<file path="config.mk">
export PLATFORM = sky130hd
export DESIGN_NAME = uart_rx_ctrl
export DESIGN_NICKNAME = d
export VERILOG_FILES = /design/src/rtl/uart_pkg.sv /design/src/rtl/uart_rx_sampler.sv /design/src/rtl/uart_rx_ctrl.sv
export SDC_FILE = /design/constraint.sdc
export NUM_CORES = 1
export LEC_CHECK = 0
export BUFFER_PORTS_ARGS = -buffer_cell sky130_fd_sc_hd__buf_2
export CELL_PAD_IN_SITES_DETAIL_PLACEMENT = 1
export CELL_PAD_IN_SITES_GLOBAL_PLACEMENT = 1
export CORE_AREA = 2 2 89 91
export CTS_CLUSTER_DIAMETER = 50
export DETAILED_ROUTE_END_ITERATION = 7
export DIE_AREA = 0 0 91 93
export PLACE_DENSITY_LB_ADDON = 0.25
export SETUP_SLACK_MARGIN = 0.2
export SLEW_MARGIN = 20
export SYNTH_ARGS = -nofsm -noshare
export SYNTH_HDL_FRONTEND = slang
export SYNTH_SLANG_ARGS = --single-unit
</file>
<file path="constraint.sdc">
create_clock -name CLK -period 6.2 [get_ports CLK]
set_clock_uncertainty 0.15 [all_clocks]
set_input_delay 1.86 -clock CLK [delete_from_list [all_inputs] [get_ports CLK]]
set_output_delay 1.86 -clock CLK [all_outputs]
set_load 0.05 [all_outputs]
</file>
<file path="src/rtl/uart_pkg.sv">
// ============================================================================
// uart_pkg
// ----------------------------------------------------------------------------
// Shared definitions for the UART receive path:
//   - rxState_t       : receiver FSM state encoding
//   - DEFAULT_*       : default widths for data and the prescale input
//   - PARITY_EVEN/ODD : encoding of the ParityType input
//   - majority3       : two-out-of-three vote used by the bit sampler
//   - expectedParity  : parity bit a sender would append for a given type
// ============================================================================
package uart_pkg;

    localparam int DEFAULT_DATA_WIDTH     = 8;
    localparam int DEFAULT_PRESCALE_WIDTH = 6;

    localparam logic PARITY_EVEN = 1'b0;
    localparam logic PARITY_ODD  = 1'b1;

    typedef enum logic [2:0] {
        ST_IDLE   = 3'd0,
        ST_START  = 3'd1,
        ST_DATA   = 3'd2,
        ST_PARITY = 3'd3,
        ST_STOP   = 3'd4
    } rxState_t;

    // Two-out-of-three vote, filters a single corrupted sample within a bit.
    function automatic logic majority3(input logic a, input logic b, input logic c);
        return (a & b) | (a & c) | (b & c);
    endfunction

    // Even parity: bit equals XOR of the data. Odd parity: the inverse (XNOR).
    function automatic logic expectedParity(input logic parityType, input logic dataXor);
        return (parityType == PARITY_ODD) ? ~dataXor : dataXor;
    endfunction

endpackage

</file>
<file path="src/rtl/uart_rx_sampler.sv">
// ============================================================================
// uart_rx_sampler
// ----------------------------------------------------------------------------
// Per-bit edge counter and bit sampler for the UART receiver.
//
// The edge counter runs 0..Prescale-1 across every bit of a frame and wraps
// to 0. o_bitDone flags the last edge of a bit (count == Prescale-1); o_bit
// is the value of that bit, already settled by the time o_bitDone is high.
//
// Configuration macro UART_RX_MAJORITY_EN:
//   defined   -> bit = majority of samples at edges P/2-1, P/2 and P/2+1
//   undefined -> bit = single sample at edge P/2
// Timing is identical in both builds.
//
// Ports:
//   i_clk      : clock, rising edge
//   i_rst      : synchronous active-high reset
//   i_start    : start-bit edge 0 seen in IDLE; counter loads 1
//   i_enable   : a frame is in progress; counter runs and samples are taken
//   i_rx       : serial line, synchronous to i_clk
//   i_prescale : clock cycles per bit (latched by the controller)
//   o_bitDone  : current bit ends on this cycle
//   o_bit      : sampled value of the current bit
// ============================================================================
module uart_rx_sampler
    import uart_pkg::*;
#(
    parameter int PRESCALE_WIDTH = DEFAULT_PRESCALE_WIDTH
) (
    input  logic                      i_clk,
    input  logic                      i_rst,
    input  logic                      i_start,
    input  logic                      i_enable,
    input  logic                      i_rx,
    input  logic [PRESCALE_WIDTH-1:0] i_prescale,
    output logic                      o_bitDone,
    output logic                      o_bit
);

    logic [PRESCALE_WIDTH-1:0] r_edgeCnt;
    logic [PRESCALE_WIDTH-1:0] w_half;
    logic [PRESCALE_WIDTH-1:0] w_lastEdge;
    logic                      r_sampleMid;

    assign w_half     = i_prescale >> 1;
    assign w_lastEdge = i_prescale - PRESCALE_WIDTH'(1);
    assign o_bitDone  = i_enable && (r_edgeCnt == w_lastEdge);

    // Edge counter. The start edge itself is edge 0 of the start bit, so the
    // counter begins at 1 on the following cycle. Outside a frame it rests at 0.
    always_ff @(posedge i_clk) begin
        if (i_rst) begin
            r_edgeCnt <= '0;
        end else if (i_start) begin
            r_edgeCnt <= PRESCALE_WIDTH'(1);
        end else if (i_enable) begin
            if (r_edgeCnt == w_lastEdge) begin
                r_edgeCnt <= '0;
            end else begin
                r_edgeCnt <= r_edgeCnt + PRESCALE_WIDTH'(1);
            end
        end else begin
            r_edgeCnt <= '0;
        end
    end

    // Centre sample, used by both builds.
    always_ff @(posedge i_clk) begin
        if (i_rst) begin
            r_sampleMid <= 1'b1;
        end else if (i_enable && (r_edgeCnt == w_half)) begin
            r_sampleMid <= i_rx;
        end
    end

`ifdef UART_RX_MAJORITY_EN
    logic [PRESCALE_WIDTH-1:0] w_halfEarly;
    logic [PRESCALE_WIDTH-1:0] w_halfLate;
    logic                      r_sampleEarly;
    logic                      r_sampleLate;

    assign w_halfEarly = w_half - PRESCALE_WIDTH'(1);
    assign w_halfLate  = w_half + PRESCALE_WIDTH'(1);

    // Neighbouring samples either side of the centre; all three are captured
    // well before the bit's last edge, so the vote is stable at o_bitDone.
    always_ff @(posedge i_clk) begin
        if (i_rst) begin
            r_sampleEarly <= 1'b1;
            r_sampleLate  <= 1'b1;
        end else if (i_enable) begin
            if (r_edgeCnt == w_halfEarly) begin
                r_sampleEarly <= i_rx;
            end
            if (r_edgeCnt == w_halfLate) begin
                r_sampleLate <= i_rx;
            end
        end
    end

    assign o_bit = majority3(r_sampleEarly, r_sampleMid, r_sampleLate);
`else
    assign o_bit = r_sampleMid;
`endif

endmodule

</file>
<file path="src/rtl/uart_rx_ctrl.sv">
// ============================================================================
// uart_rx_ctrl
// ----------------------------------------------------------------------------
// UART receiver: start detection, data shift-in (LSB first), optional parity
// check and stop-bit check. All outputs are registered.
//
// A frame starts on the first IDLE cycle with RX_IN=0 (cycle t). The frame
// result (DataValid, or ParityError/StopError) is a one-cycle pulse exactly
// N*Prescale cycles after t, N = DATA_WIDTH + 2 (+1 with parity). On that
// pulse cycle the receiver is already back in IDLE, so a new start bit can
// begin immediately.
//
// Configuration macro UART_RX_MAJORITY_EN (see uart_rx_sampler): selects
// three-sample majority voting instead of a single centre sample.
//
// Ports:
//   CLK         : clock, rising edge
//   RST         : synchronous active-high reset
//   RX_IN       : serial line, idle high, synchronous to CLK
//   ParityEn    : 1 = a parity bit follows the data bits (latched at t)
//   ParityType  : 0 = even, 1 = odd (latched at t)
//   Prescale    : CLK cycles per bit, 8/16/32 (latched at t)
//   P_DATA      : last good received word; changes only with DataValid
//   DataValid   : one-cycle pulse, frame received without error
//   ParityError : one-cycle pulse at frame end, parity mismatch
//   StopError   : one-cycle pulse at frame end, stop bit sampled 0
//   Busy        : frame in progress
// ============================================================================
module uart_rx_ctrl
    import uart_pkg::*;
#(
    parameter int DATA_WIDTH     = DEFAULT_DATA_WIDTH,
    parameter int PRESCALE_WIDTH = DEFAULT_PRESCALE_WIDTH
) (
    input  logic                      CLK,
    input  logic                      RST,
    input  logic                      RX_IN,
    input  logic                      ParityEn,
    input  logic                      ParityType,
    input  logic [PRESCALE_WIDTH-1:0] Prescale,
    output logic [DATA_WIDTH-1:0]     P_DATA,
    output logic                      DataValid,
    output logic                      ParityError,
    output logic                      StopError,
    output logic                      Busy
);

    localparam int                   BIT_CNT_W = $clog2(DATA_WIDTH + 1);
    localparam logic [BIT_CNT_W-1:0] BIT_LAST  = BIT_CNT_W'(DATA_WIDTH - 1);

    rxState_t r_state;
    rxState_t w_nextState;

    logic                      w_start;
    logic                      w_shiftEn;
    logic                      w_parityCheck;
    logic                      w_frameDone;
    logic                      w_frameGood;
    logic                      w_bitDone;
    logic                      w_bit;
    logic                      w_enable;

    logic [PRESCALE_WIDTH-1:0] r_prescale;
    logic                      r_parityEn;
    logic                      r_parityType;
    logic [BIT_CNT_W-1:0]      r_bitCnt;
    logic [DATA_WIDTH-1:0]     r_shift;
    logic                      r_parityBad;

    logic [DATA_WIDTH-1:0]     r_pData;
    logic                      r_dataValid;
    logic                      r_parityError;
    logic                      r_stopError;
    logic                      r_busy;

    assign w_enable = (r_state != ST_IDLE);

    uart_rx_sampler #(
        .PRESCALE_WIDTH (PRESCALE_WIDTH)
    ) u_sampler (
        .i_clk      (CLK),
        .i_rst      (RST),
        .i_start    (w_start),
        .i_enable   (w_enable),
        .i_rx       (RX_IN),
        .i_prescale (r_prescale),
        .o_bitDone  (w_bitDone),
        .o_bit      (w_bit)
    );

    // State register.
    always_ff @(posedge CLK) begin
        if (RST) begin
            r_state <= ST_IDLE;
        end else begin
            r_state <= w_nextState;
        end
    end

    // Next-state logic plus single-cycle strobes for the datapath. Every
    // transition out of a bit state happens on that bit's last edge.
    always_comb begin
        w_nextState   = r_state;
        w_start       = 1'b0;
        w_shiftEn     = 1'b0;
        w_parityCheck = 1'b0;
        w_frameDone   = 1'b0;
        case (r_state)
            ST_IDLE: begin
                if (!RX_IN) begin
                    w_start     = 1'b1;
                    w_nextState = ST_START;
                end
            end
            ST_START: begin
                if (w_bitDone) begin
                    // A start bit that samples high was only a glitch.
                    w_nextState = w_bit ? ST_IDLE : ST_DATA;
                end
            end
            ST_DATA: begin
                if (w_bitDone) begin
                    w_shiftEn = 1'b1;
                    if (r_bitCnt == BIT_LAST) begin
                        w_nextState = r_parityEn ? ST_PARITY : ST_STOP;
                    end
                end
            end
            ST_PARITY: begin
                if (w_bitDone) begin
                    w_parityCheck = 1'b1;
                    w_nextState   = ST_STOP;
                end
            end
            ST_STOP: begin
                if (w_bitDone) begin
                    w_frameDone = 1'b1;
                    w_nextState = ST_IDLE;
                end
            end
            default: begin
                w_nextState = ST_IDLE;
            end
        endcase
    end

    // Frame context: configuration is frozen at the start edge so that input
    // changes mid-frame cannot disturb timing or the parity decision.
    always_ff @(posedge CLK) begin
        if (RST) begin
            r_prescale   <= '0;
            r_parityEn   <= 1'b0;
            r_parityType <= 1'b0;
            r_bitCnt     <= '0;
            r_shift      <= '0;
            r_parityBad  <= 1'b0;
        end else begin
            if (w_start) begin
                r_prescale   <= Prescale;
                r_parityEn   <= ParityEn;
                r_parityType <= ParityType;
                r_bitCnt     <= '0;
                r_parityBad  <= 1'b0;
            end
            if (w_shiftEn) begin
                // LSB arrives first, so new bits enter at the top and move down.
                r_shift  <= DATA_WIDTH'({w_bit, r_shift} >> 1);
                r_bitCnt <= r_bitCnt + BIT_CNT_W'(1);
            end
            if (w_parityCheck) begin
                r_parityBad <= (w_bit != expectedParity(r_parityType, ^r_shift));
            end
        end
    end

    assign w_frameGood = w_frameDone && !r_parityBad && w_bit;

    // Registered outputs. The pulses land on the cycle after the stop bit's
    // last edge, which is also the first IDLE cycle.
    always_ff @(posedge CLK) begin
        if (RST) begin
            r_pData       <= '0;
            r_dataValid   <= 1'b0;
            r_parityError <= 1'b0;
            r_stopError   <= 1'b0;
            r_busy        <= 1'b0;
        end else begin
            r_dataValid   <= w_frameGood;
            r_parityError <= w_frameDone && r_parityBad;
            r_stopError   <= w_frameDone && !w_bit;
            r_busy        <= (w_nextState != ST_IDLE);
            if (w_frameGood) begin
                r_pData <= r_shift;
            end
        end
    end

    assign P_DATA      = r_pData;
    assign DataValid   = r_dataValid;
    assign ParityError = r_parityError;
    assign StopError   = r_stopError;
    assign Busy        = r_busy;

endmodule

</file>
# ---- Word-level counts from Yosys, hierarchy flattened
# Cells that the tools add are included.
dict set report op_classes {
  add_sub_neg 3
  n_eq_ne 8
  n_mux 23
  n_bitwise 2
  n_reduce_logical 15
}
# op n
set ops {}
lappend ops {{$mux W3} 7}
lappend ops {{$pmux W3 S5} 1}
lappend ops {{$mux W1} 12}
lappend ops {{$mux W4} 2}
lappend ops {{$reduce_xor A8 Y1} 1}
lappend ops {{$add A6 B1 Y6 const B} 1}
lappend ops {{$eq A3 B2 Y1 const B} 2}
lappend ops {{$eq A6 B5 Y1} 1}
lappend ops {{$eq A6 B6 Y1} 1}
lappend ops {{$logic_and A1 B1 Y1} 6}
lappend ops {{$reduce_bool A3 Y1} 2}
lappend ops {{$sub A6 B1 Y6 const B} 1}
lappend ops {{$add A4 B1 Y4 const B} 1}
lappend ops {{$eq A4 B3 Y1 const B} 1}
lappend ops {{$reduce_bool A2 Y1} 2}
lappend ops {{$reduce_or A4 Y1} 1}
lappend ops {{$eq A3 B1 Y1 const B} 1}
lappend ops {{$eq A3 B3 Y1 const B} 1}
lappend ops {{$logic_not A3 Y1} 1}
lappend ops {{$logic_not A1 Y1} 2}
lappend ops {{$mux W2} 1}
lappend ops {{$not A1 Y1} 2}
lappend ops {{$ne A1 B1 Y1} 1}
dict set report totals {
  ff_bits 43
  input_bits 11
  output_inout_bits 12
  elab_cells 66
}

# ---- Longest topological paths before layout
dict set report logic_depth {
  depth_word 7
  ltp_mapped 8
  ltp_nobuf 7
}

# ---- By module
# Synthesis repeated with hierarchy kept, for this count alone.
dict set report unflattened {
  cells_unflattened 229
  hier_area_um2 2060.7
}
# mod instances cells_per_inst area_per_inst_um2 seq_area_each_um2
set modules_own_cells {}
lappend modules_own_cells {uart_rx_ctrl 1 165 1498.9 720.7}
lappend modules_own_cells {uart_rx_sampler 1 64 561.8 140.1}

# ---- Least setup slack after synthesis
# OpenSTA, ideal clock, no wires.
dict set report synth_timing {
  path_type {input-to-reg}
  start {input port RX_IN}
  end {register r_parityBad}
  setup_ps 121
  arrival_ps 2820
  t_required_ps 5929
  path_slack_ps 3109
  cell_stages 4
  n_path_buf 1
  cell_sequence {nor4_1 > clkbuf_1 > nor3_1 > mux2_2}
}
dict set report synth_via {
  elab_chain_cells 3
}
# item line
set synth_rtl {}
lappend synth_rtl {{from (decl)} uart_rx_ctrl.sv:37} ;# input logic RX_IN,
lappend synth_rtl {{$mux W1} uart_rx_ctrl.sv:110} ;# if (!RX_IN) begin
lappend synth_rtl {{$mux W1} uart_rx_ctrl.sv:108} ;# case (r_state)
lappend synth_rtl {{$reduce_bool A2 Y1 (no line)} n/a}
lappend synth_rtl {{to (signal assigned)} uart_rx_ctrl.sv:171} ;# r_parityBad <= (w_bit != expectedParity(r_parityType, ^r_shift));
lappend synth_rtl {{to (decl)} uart_rx_ctrl.sv:68} ;# logic r_parityBad;
# Every way passes these cells.
# A chain may end at the register's enable or synchronous reset.

==> metrics <==
status=completed; multi-input logic area=1270 µm²; largest cells by area after synthesis=dfxtp_1, nand2b_1, mux2i_1; most common cell in the netlist=dfxtp_1; worst min-delay path class=register to register; Setup WS pre-CTS=2.61 ns; initial DRC count=67; Synth cell types=42; synth-to-layout area growth=15.4%; reg2reg start=r_prescale[1]$_SDFFE_PP0P_; Gate Count Post-Synth=251; core area=7530 µm²; Vias/cell=a little under 5; RSZ-0062 raised after global routing=false; HPWL after DPL=3.62 mm; Tcrit/Tclk final=~53%; fillers=a little over 900; diode count=0; Clk pin slew, worst setup/hold paths=0.08 ns; drt pass-1 iters=4; setup_tns=0 ns; Avg Cell Area, Syn=8.69 µm²; std cell rows=32; maximum vdd ir drop=0.0840 mV; Yosys top cell area share=a little under 40%; leak pwr=0.940 nW; hold_sp=r_parityBad$_SDFFE_PP0P_; fmax=307 MHz; final cell count without fillers=370; Synth async-reset ratio=0%; initial antenna violation count=0; area leader, netlist=dfxtp_1; Post-synth EDFFs=0; setup ws final=2.94 ns; PortBufs=22; Wirelength per Cell=14.4 µm; Data required, critical path=6.25 ns; Num CTS Buffers=5; Syn Nets=265; Seq/Total Area, Yosys=39.5%; full die area=8460 µm²; PD cells=246 nW/µm²; Root Driver=clkbuf_8; Reg2Reg Capture Point=r_bitCnt[0]$_SDFFE_PP0P_; fin nets=281; via count=approximately 1.8k; layout cells sized above 1=~15%; Hold Path Stages=1; Arr. time, crit path=3.30 ns; CP endpoint kind=register; worst skew pair latency=0.30 ns; final WL=approximately 5.3 mm; final hold violation count=0; GRT Residual Overflow=0; CTS H-tree lvls=2; # DRC=0; WHS Endpoint=DataValid$_SDFF_PP0_; Post-synth top cells=dfxtp_1, nand2_1, a21oi_1; flops & latches, synth=43; Routability Congestion=~0.80; maxcap violations=0; cts repair resizes=0; min cycle time layout=3.26 ns; initial core utilization=29.0%; Fin Hold WS=0.297 ns; largest net degree at the start of global routing=roughly 50; antenna-violating nets left=0; R2R setup slack=3.48 ns; placed cell count=362; Worst Max-Slew Pin Slew=0.964 ns; headroom to the max-slew limit=35.2%; first-pass GRT wire length=~8.9 mm; Slew Limit Fails=0; I/O pins=23; Yosys warnings=0; crit path max fanout=50; synthesized area=2180 µm²; clock tree from TritonCTS=built; All-Layer GR Usage=approximately an eighth; Max clock buf depth=2; Setup-failing EPs final=0; Crit Path Class=input port to register; clk sinks=43; Startpoint Class=input port; Chip Width=91 µm; Post CTS Setup Buffer Count=0; R2R depth=7; die height=~93 µm; main flop type after synthesis=dfxtp_1; Hold-fix buffers, CTS=0; register area=861 µm²; vias in the first global route=1750
## metrics by stage
stage	cell area, µm²	util (%)	total power, mW
finish	2520	33.4	0.620
global route	2520	33.4	0.647
CTS	2520	33.4	0.628
detailed placement	2380	31.7	0.363
global placement	2370	31.5	0.362
floorplan	2180	-	0.345
## routing by layer
layer	up-vias	part of all wire, %	global-route usage, %
li1	907	-	-
met1	891	52	17.7
met2	23	44	20.5
met3	8	2.5	2.66
met4	0	1.9	5.68
met5	-	0	0
## worst max-delay path, stage by stage
cell and delay, ns:
buf_2 0.64, or2_2 0.26, o21bai_1 0.13, o2111ai_1 0.13
mux2_2 0.27
## flip-flops by register name (all words and copies together), names as in the netlist, 3 cells and up
signal,count
u_sampler.r_edgeCnt,6
P_DATA,8
r_bitCnt,4
r_prescale,6
r_shift,8
r_state,3
## area by class of cell
class,instances,area share [%]
repair buffers,22,4.38
well taps,102,5.07
flip-flops and latches,43,34.2
multi-input cells,191,50.5
clock buffers,6,2.88
inverters,4,0.597
clock inverters,2,2.39
## kinds of logic (layout without fill, tap and decap cells)
group	Yosys count	after routing	share of synthesized area, %
buffers and inverters	17	34	2.98
AO/OA/AOI/OAI	49	49	13.8
adder cells (fa/ha/maj)	3	3	1.72
multiplexers	13	13	6.08
AND/OR/NAND/NOR	103	103	26.0
flip-flops	43	43	39.5
XOR/XNOR	23	23	9.87
## layout by cell type (no fill, tap or decap), types with 6 or more instances in the layout
| cell type | Yosys | routed |
|---|---|---|
| nand3_1 | 12 | 12 |
| dfxtp_1 | 43 | 43 |
| mux2i_1 | 11 | 11 |
| o21ai_0 | 14 | 14 |
| xor2_1 | 11 | 11 |
| xnor2_1 | 11 | 11 |
| buf_2 | 1 | 22 |
| nor4_1 | 7 | 6 |
| nand2b_1 | 18 | 18 |
| nand2_1 | 22 | 22 |
| a21oi_1 | 21 | 21 |
| nor3_1 | 9 | 9 |
| nor2_1 | 13 | 13 |
## worst max path at each step
| stage | slack, ns | depth (start not counted) | end | startpoint |
|---|---|---|---|---|
| finish | 2.94 | 5 | Busy$_SDFF_PP0_ | RST |
| detailed placement | 2.61 | 5 | Busy$_SDFF_PP0_ | RST |
| global route | 2.82 | 5 | Busy$_SDFF_PP0_ | RST |
| global placement | 2.50 | 4 | r_parityBad$_SDFFE_PP0P_ | RX_IN |
| floorplan | 3.11 | 4 | r_parityBad$_SDFFE_PP0P_ | RX_IN |
| CTS | 2.94 | 5 | Busy$_SDFF_PP0_ | RST |
## report_power, final
| part | total (mW) | switching, mW | internal [mW] |
|---|---|---|---|
| Sequential | 0.290 | 0.00877 | 0.282 |
| Clock | 0.264 | 0.103 | 0.161 |
| Combinational | 0.0653 | 0.0402 | 0.0251 |
| Total | 0.620 | 0.152 | 0.468 |
Note: power is estimated with default switching activity, not from simulation.
